==> config.mk <==
export PLATFORM = sky130hd
export DESIGN_NAME = spi_master_ctrl
export DESIGN_NICKNAME = d
export VERILOG_FILES = /design/src/rtl/spi_master_ctrl.sv
export SDC_FILE = /design/constraint.sdc
export NUM_CORES = 1
export LEC_CHECK = 0
export BUFFER_PORTS_ARGS = -buffer_cell sky130_fd_sc_hd__buf_2
export CAP_MARGIN = 10
export CORE_AREA = 2 2 58 60
export CTS_CLUSTER_DIAMETER = 50
export DETAILED_ROUTE_END_ITERATION = 6
export DIE_AREA = 0 0 60 62
export GPL_TIMING_DRIVEN = 1
export MAX_ROUTING_LAYER = met4
export PLACE_DENSITY = 0.85
export SLEW_MARGIN = 20
export SYNTH_ARGS = -nofsm -noshare
export SYNTH_HDL_FRONTEND = slang
export SYNTH_SLANG_ARGS = --single-unit
==> constraint.sdc <==
create_clock -name clk -period 4.4 [get_ports clk]
set_input_delay 0.66 -clock clk [delete_from_list [all_inputs] [get_ports clk]]
set_output_delay 0.66 -clock clk [all_outputs]
set_load 0.01 [all_outputs]
==> src/rtl/spi_master_ctrl.sv <==
// SPI master for the single-wire-command SPI slave + RAM: serialises one
// command frame per request on SS_n/MOSI and, for RD_DATA, collects the reply byte from MISO.
module spi_master_ctrl #(
  parameter int DATA_WIDTH = 8,
  parameter int MISO_DELAY = 2,
  parameter int IDLE_GAP   = 1
) (
  input  logic                  clk,
  input  logic                  rst_n,
  input  logic                  req_valid,
  output logic                  req_ready,
  input  logic [1:0]            req_cmd,
  input  logic [DATA_WIDTH-1:0] req_data,
  output logic                  rsp_valid,
  output logic [DATA_WIDTH-1:0] rsp_data,
  output logic                  busy,
  output logic                  SS_n,
  output logic                  MOSI,
  input  logic                  MISO
);

  localparam int FRAME_W = DATA_WIDTH + 2;
  localparam int M1      = (FRAME_W > MISO_DELAY) ? FRAME_W : MISO_DELAY;
  localparam int M2      = (M1 > DATA_WIDTH) ? M1 : DATA_WIDTH;
  localparam int CNT_MAX = (M2 > IDLE_GAP) ? M2 : IDLE_GAP;
  localparam int CNT_W   = $clog2(CNT_MAX);
  localparam logic [1:0] CMD_RD_DATA = 2'b11;

  typedef enum logic [2:0] {
    S_IDLE, S_SELECT, S_SHIFT, S_WAIT_RD, S_RECV, S_GAP
  } state_e;

  state_e                state_q, state_d;
  logic [CNT_W-1:0]      cnt_q, cnt_d;
  logic [FRAME_W-1:0]    frame_q, frame_d;
  logic [DATA_WIDTH-1:0] sr_q, sr_d, rsp_data_q, rsp_data_d, data_sel;
  logic                  rd_q, rd_d, ss_n_q, ss_n_d, mosi_q, mosi_d;
  logic                  rx_en_q, rx_en_d, rsp_valid_q, rsp_valid_d;

  // Pin outputs are registered from the current state, so the wire view
  // trails the FSM by one cycle; rx_en_q realigns MISO sampling to that view.
  always_comb begin
    state_d     = state_q;
    cnt_d       = cnt_q;
    frame_d     = frame_q;
    rd_d        = rd_q;
    sr_d        = sr_q;
    rsp_data_d  = rsp_data_q;
    rsp_valid_d = 1'b0;
    ss_n_d      = 1'b1;
    mosi_d      = 1'b0;
    rx_en_d     = (state_q == S_RECV);
    data_sel    = (req_cmd == CMD_RD_DATA) ? {DATA_WIDTH{1'b0}} : req_data;

    case (state_q)
      S_IDLE: begin
        if (req_valid) begin
          state_d = S_SELECT;
          rd_d    = (req_cmd == CMD_RD_DATA);
          frame_d = {req_cmd, data_sel};
        end
      end
      S_SELECT: begin
        ss_n_d  = 1'b0;
        mosi_d  = frame_q[FRAME_W-1];
        cnt_d   = CNT_W'(FRAME_W - 1);
        state_d = S_SHIFT;
      end
      S_SHIFT: begin
        ss_n_d  = 1'b0;
        mosi_d  = frame_q[FRAME_W-1];
        frame_d = frame_q << 1;
        if (cnt_q == '0) begin
          state_d = rd_q ? S_WAIT_RD : S_GAP;
          cnt_d   = rd_q ? CNT_W'(MISO_DELAY - 1) : CNT_W'(IDLE_GAP - 1);
        end else begin
          cnt_d = cnt_q - CNT_W'(1);
        end
      end
      S_WAIT_RD: begin
        ss_n_d = 1'b0;
        if (cnt_q == '0) begin
          state_d = S_RECV;
          cnt_d   = CNT_W'(DATA_WIDTH - 1);
        end else begin
          cnt_d = cnt_q - CNT_W'(1);
        end
      end
      S_RECV: begin
        ss_n_d = 1'b0;
        if (cnt_q == '0) begin
          state_d = S_GAP;
          cnt_d   = CNT_W'(IDLE_GAP - 1);
        end else begin
          cnt_d = cnt_q - CNT_W'(1);
        end
      end
      S_GAP: begin
        if (cnt_q == '0) state_d = S_IDLE;
        else             cnt_d   = cnt_q - CNT_W'(1);
      end
      default: state_d = S_IDLE;
    endcase

    // Last sample lands on the edge where SS_n rises; publish the byte there.
    if (rx_en_q) begin
      sr_d = {sr_q[DATA_WIDTH-2:0], MISO};
      if (state_q != S_RECV) begin
        rsp_data_d  = {sr_q[DATA_WIDTH-2:0], MISO};
        rsp_valid_d = 1'b1;
      end
    end
  end

  always_ff @(posedge clk or negedge rst_n) begin
    if (!rst_n) begin
      state_q     <= S_IDLE;
      cnt_q       <= '0;
      frame_q     <= '0;
      rd_q        <= 1'b0;
      sr_q        <= '0;
      rsp_data_q  <= '0;
      rsp_valid_q <= 1'b0;
      ss_n_q      <= 1'b1;
      mosi_q      <= 1'b0;
      rx_en_q     <= 1'b0;
    end else begin
      state_q     <= state_d;
      cnt_q       <= cnt_d;
      frame_q     <= frame_d;
      rd_q        <= rd_d;
      sr_q        <= sr_d;
      rsp_data_q  <= rsp_data_d;
      rsp_valid_q <= rsp_valid_d;
      ss_n_q      <= ss_n_d;
      mosi_q      <= mosi_d;
      rx_en_q     <= rx_en_d;
    end
  end

  assign req_ready = (state_q == S_IDLE);
  assign busy      = (state_q != S_IDLE);
  assign SS_n      = ss_n_q;
  assign MOSI      = mosi_q;
  assign rsp_valid = rsp_valid_q;
  assign rsp_data  = rsp_data_q;

endmodule

* After elaboration in Yosys (flattened, before gate mapping)
Index checks and enable logic that the tools add are counted.
** Operators by class
- Equal/unequal tests :: 13
- $add $sub $neg :: 1
- Mux-type cells :: 20
- Reductions and logical operators :: 12
** Operator list (number)
- case mux 10 bit (2 select lines) :: 1
- case mux 4 bit (5 select lines) :: 1
- two-way mux 3 bit :: 6
- case mux 3 bit (6 select lines) :: 1
- two-way mux 4 bit :: 4
- two-way mux 10 bit :: 1
- != test 2 bit, second input constant :: 5
- two-way mux 8 bit :: 1
- AND reduction 2 bit :: 4
- == test 3 x 2 -> 1 bit, second input constant :: 2
- == test 3 bit, second input constant :: 2
- two-way mux 1 bit :: 5
- AND reduction 5 bit :: 1
- nonzero test 5 bit :: 1
- logical NOT 4 bit :: 1
- OR reduction 4 bit :: 1
- subtractor 4 x 1 -> 4 bit, second input constant :: 1
- == test 3 x 1 -> 1 bit, second input constant :: 1
- logical NOT 3 bit :: 1
- != test 3 bit, second input constant :: 1
- nonzero test 3 bit :: 1
- == test 2 bit, second input constant :: 1
- != test 2 x 1 -> 1 bit, second input constant :: 1
- nonzero test 2 bit :: 1
- OR reduction 2 bit :: 1
** Word-level totals
- Logic and storage cells :: 56
- Bits of input ports :: 14
- Output and inout port bits :: 13
- Register bits after elaboration :: 37

* Logic depth before layout (Yosys ltp)
- Word-level depth :: 4
- Mapped depth :: 7
- Gate-level depth less buffers :: 6

* Least setup slack after synthesis
Ideal clock, no wire load.
- Path type :: reg-to-output
- Start point :: register state_q[0]
- End point :: output req_ready
- Slack :: 2.592 ns
- Stages on the path, launching flop included :: 4
- Required time :: 3.740 ns
- Arrival time :: 1.148 ns
- Buffers on the path :: 1
- Cells stage by stage :: dfrtp_1 clkbuf_1 or3_1 inv_1
** On the way
- Cells in the longest elaborated chain, start to end :: 1
** RTL lines
- start: declaration :: RTL line 33 : state_e state_q, state_d;
- start signal: assignment :: RTL line 128 : state_q <= state_d;
- logical NOT 3 bit :: RTL line 141 : assign req_ready = (state_q == S_IDLE);
- end: declaration :: RTL line 11 : output logic req_ready,
Every way passes these cells.

* Final worst setup path
- Start point :: register state_q[1]
- End point :: output req_ready
The elaborated chain is that of the path after synthesis.

==> results.ini <==
[setup_path]
path_max_fanout=24
cp.required_ns=3.74
crit_type=reg2out
cpPeakStageDelay_ns=0.65
start_kind=flip-flop
path_cells=or3_1 -> inv_1 -> buf_2
arrival_ns=1.63
cp_slowest_cell=dfrtp_1
endpoint_kind=output pin

[pwr]
power_leakage_nw=0.973
power_density_mw_per_mm2=658
swShare_pct=40.9
switchingPower_w=0.000530
vdd_drop_max_mv=0.364
internal_power_w=0.000768
p_comb_share_pct=42.0
power.clock.fraction_pct=13.2
seq_power_share_pct=44.8
p_total_w=0.00130

[floorplanning]
io-pin-count=27
coreArea_mm2=0.00318
rows=21
die_y_um=62
start_util_pct=56.6
dieArea_mm2=0.00372
die_x_um=60

[timing]
period_needed_ns=2.29
worst_slew_pin_slew_ns=0.803
hold_viol=0
fmax_mhz=436
finalCritPeriodShare_pct=52.1
fin_ws_ns=2.11
maxSlewViolCount=0
max-slew-margin-rel_pct=46.4
clock_skew_ns=0.00239
finalSetupViolCount=0
rsz0062_at_grt=no
setup_tns_ns=0

[grt]
top_usage_layer=met2
overflow=0
grt_pass1_vias=1160
grtUsageMet3_pct=5.59
grt_max_degree=38
antenna_found_initial=0
grt_pass1_wl_um=5110
gr-usage-met1_pct=22.6
grtUsageTotal_pct=19.4
grt_util_met2_pct=31.5

[detailed_routing]
drc=0
drt_wl_total_um=3130
vias_per_cell=5.51
wl_per_cell_um=13.3
drt-initial-drc-count=38
detail-route-antenna-nets=0
firstDrtPassIters=4
routed-via-count=1300

[min_path]
hp-class=in2async

[logic_synthesis]
syn-num-nets=183
synth.distinct_cells=39
syn_area_mm2=0.00180
synth_cells=167
synth-edff-count=0
synth_common_cells=dfrtp_1, nor2_1, mux2_2, nand3_1, nand2_1
yosysSeqAreaShare_pct=51.5
syn-mean-instance-area_um2=10.8
synth_seq_cells=37
synth_most_common_cell=dfrtp_1
synthFlopType=dfrtp_1
synth_top_area_share_pct=50.0
synth.area.top_cells=dfrtp_1, mux2_2, nand3_1
synth-async-reset-ratio_pct=100
synth-warning-count=0
synth_area_leader_cell=dfrtp_1

[run_status]
status=completed

[placed_design]
placed_area_mm2=0.00192
dp_slack_ns=2.45
place_inst=228
portBuffers=26
dp_hpwl_um=2230
gp_congestion=0.844

[final_layout]
insertedDiodeCount=0
nNetsFinal=205
design_area_mm2=0.00197
nFillCells=268
final_cells=236
syn_to_final_growth_pct=9.59
drive_gt1_share_pct=29.5

[clocking]
numCtsBuffers=5
post_cts_resized=0
cts_tree=built
clock_path_buffers=2
clkSinkCount=37
cts_setup_buffers=0
cts_hold_buf=0
htreeDepth=2
clkTransAtPathRegs_ns=0.11
cts_root_buffer=clkbuf_4
clk_latency_ns=0.34

[job]
cap_violations=0

## logic make-up after synthesis
group           count (synthesis)  share of synthesized area [%]
compound gates                 28                           11.5
buf+inv                        17                           4.93
mux                            19                           11.6
xor+xnor                        2                          0.973
fa+ha+maj                       3                           1.95
simple gates                   61                           17.5
flops                          37                           51.5
## critical path: cells and delay by family (launching register included)
family	cells	cell delay (ns)
buf+inv	2	0.18
simple gates	1	0.46
flops	1	0.65
## power by group through the flow
stage          Combinational [W]  Sequential, W  Clock, W
6_report                0.000546       0.000581  0.000171
4_1_cts                 0.000553       0.000581  0.000176
3_3_place_gp            0.000523       0.000578         0
2_1_floorplan           0.000516       0.000526         0
3_5_place_dp            0.000548       0.000588         0
5_1_grt                 0.000616       0.000603  0.000188
## placed cells by master, fill, tap and decap left out, types with 2 or more instances in the layout
cell type / count
dfrtp_1: 36
buf_2: 26
nor2_1: 16
nand3_1: 14
mux2_2: 14
nand2_1: 12
o21ai_0: 8
inv_1: 6
a31oi_2: 5
clkbuf_4: 5
a21oi_1: 4
nor3_1: 4
mux2i_1: 4
nand2b_1: 3
or3_1: 2
xnor2_1: 2
nor3b_1: 2
nor2b_1: 2
o311a_1: 2
a31oi_1: 2
ha_1: 2
clkinv_2: 2
## layout make-up
type	instances	area (µm²)	share of cell area, %
sequential	37	927	47.0
multi-input combinational	113	785	39.8
timing repair buffer	26	130	6.59
tap	46	57.6	2.92
clock buffer	6	41.3	2.09
inverter	6	22.5	1.14
clock inverter	2	10.0	0.507
## per-layer routing
| metal | vias to the layer above | part of all wire, % |
|---|---|---|
| li1 | 632 | - |
| met1 | 635 | 42 |
| met2 | 27 | 52 |
| met3 | 6 | 3.8 |
| met4 | 0 | 1.7 |
| met5 | - | 0 |
## path summary, 6_finish.rpt
check                                 from     endpoint  slack [ns]  cells past startpoint
worst min register to register  frame_q[9]   frame_q[9]        0.50                      2
worst max-delay path            state_q[1]    req_ready        2.11                      3
worst max register to register  state_q[1]   frame_q[1]        2.41                      4
max in group asynchronous            rst_n   frame_q[8]        3.51                      1
worst min-delay path                 rst_n  rsp_data[3]        0.39                      1
min in group clk                frame_q[9]   frame_q[9]        0.50                      2
## stage by stage
stage	utilization [%]	hold WS, ns
final	62.1	0.392
after global routing	62.1	0.448
after CTS	62.1	0.407
after detailed placement	60.4	0.474
after global placement	60.4	0.471
after floorplan	-	0.364
## state kept, by name, indices dropped and copies added (netlist names)
register   count
frame_q       10
cnt_q          4
rsp_data       8
rd_q           1
state_q        3
MOSI           1
sr_q           7
rx_en_q        1
SS_n           1
rsp_valid      1
No activity file was read; power rests on OpenSTA's default activity.
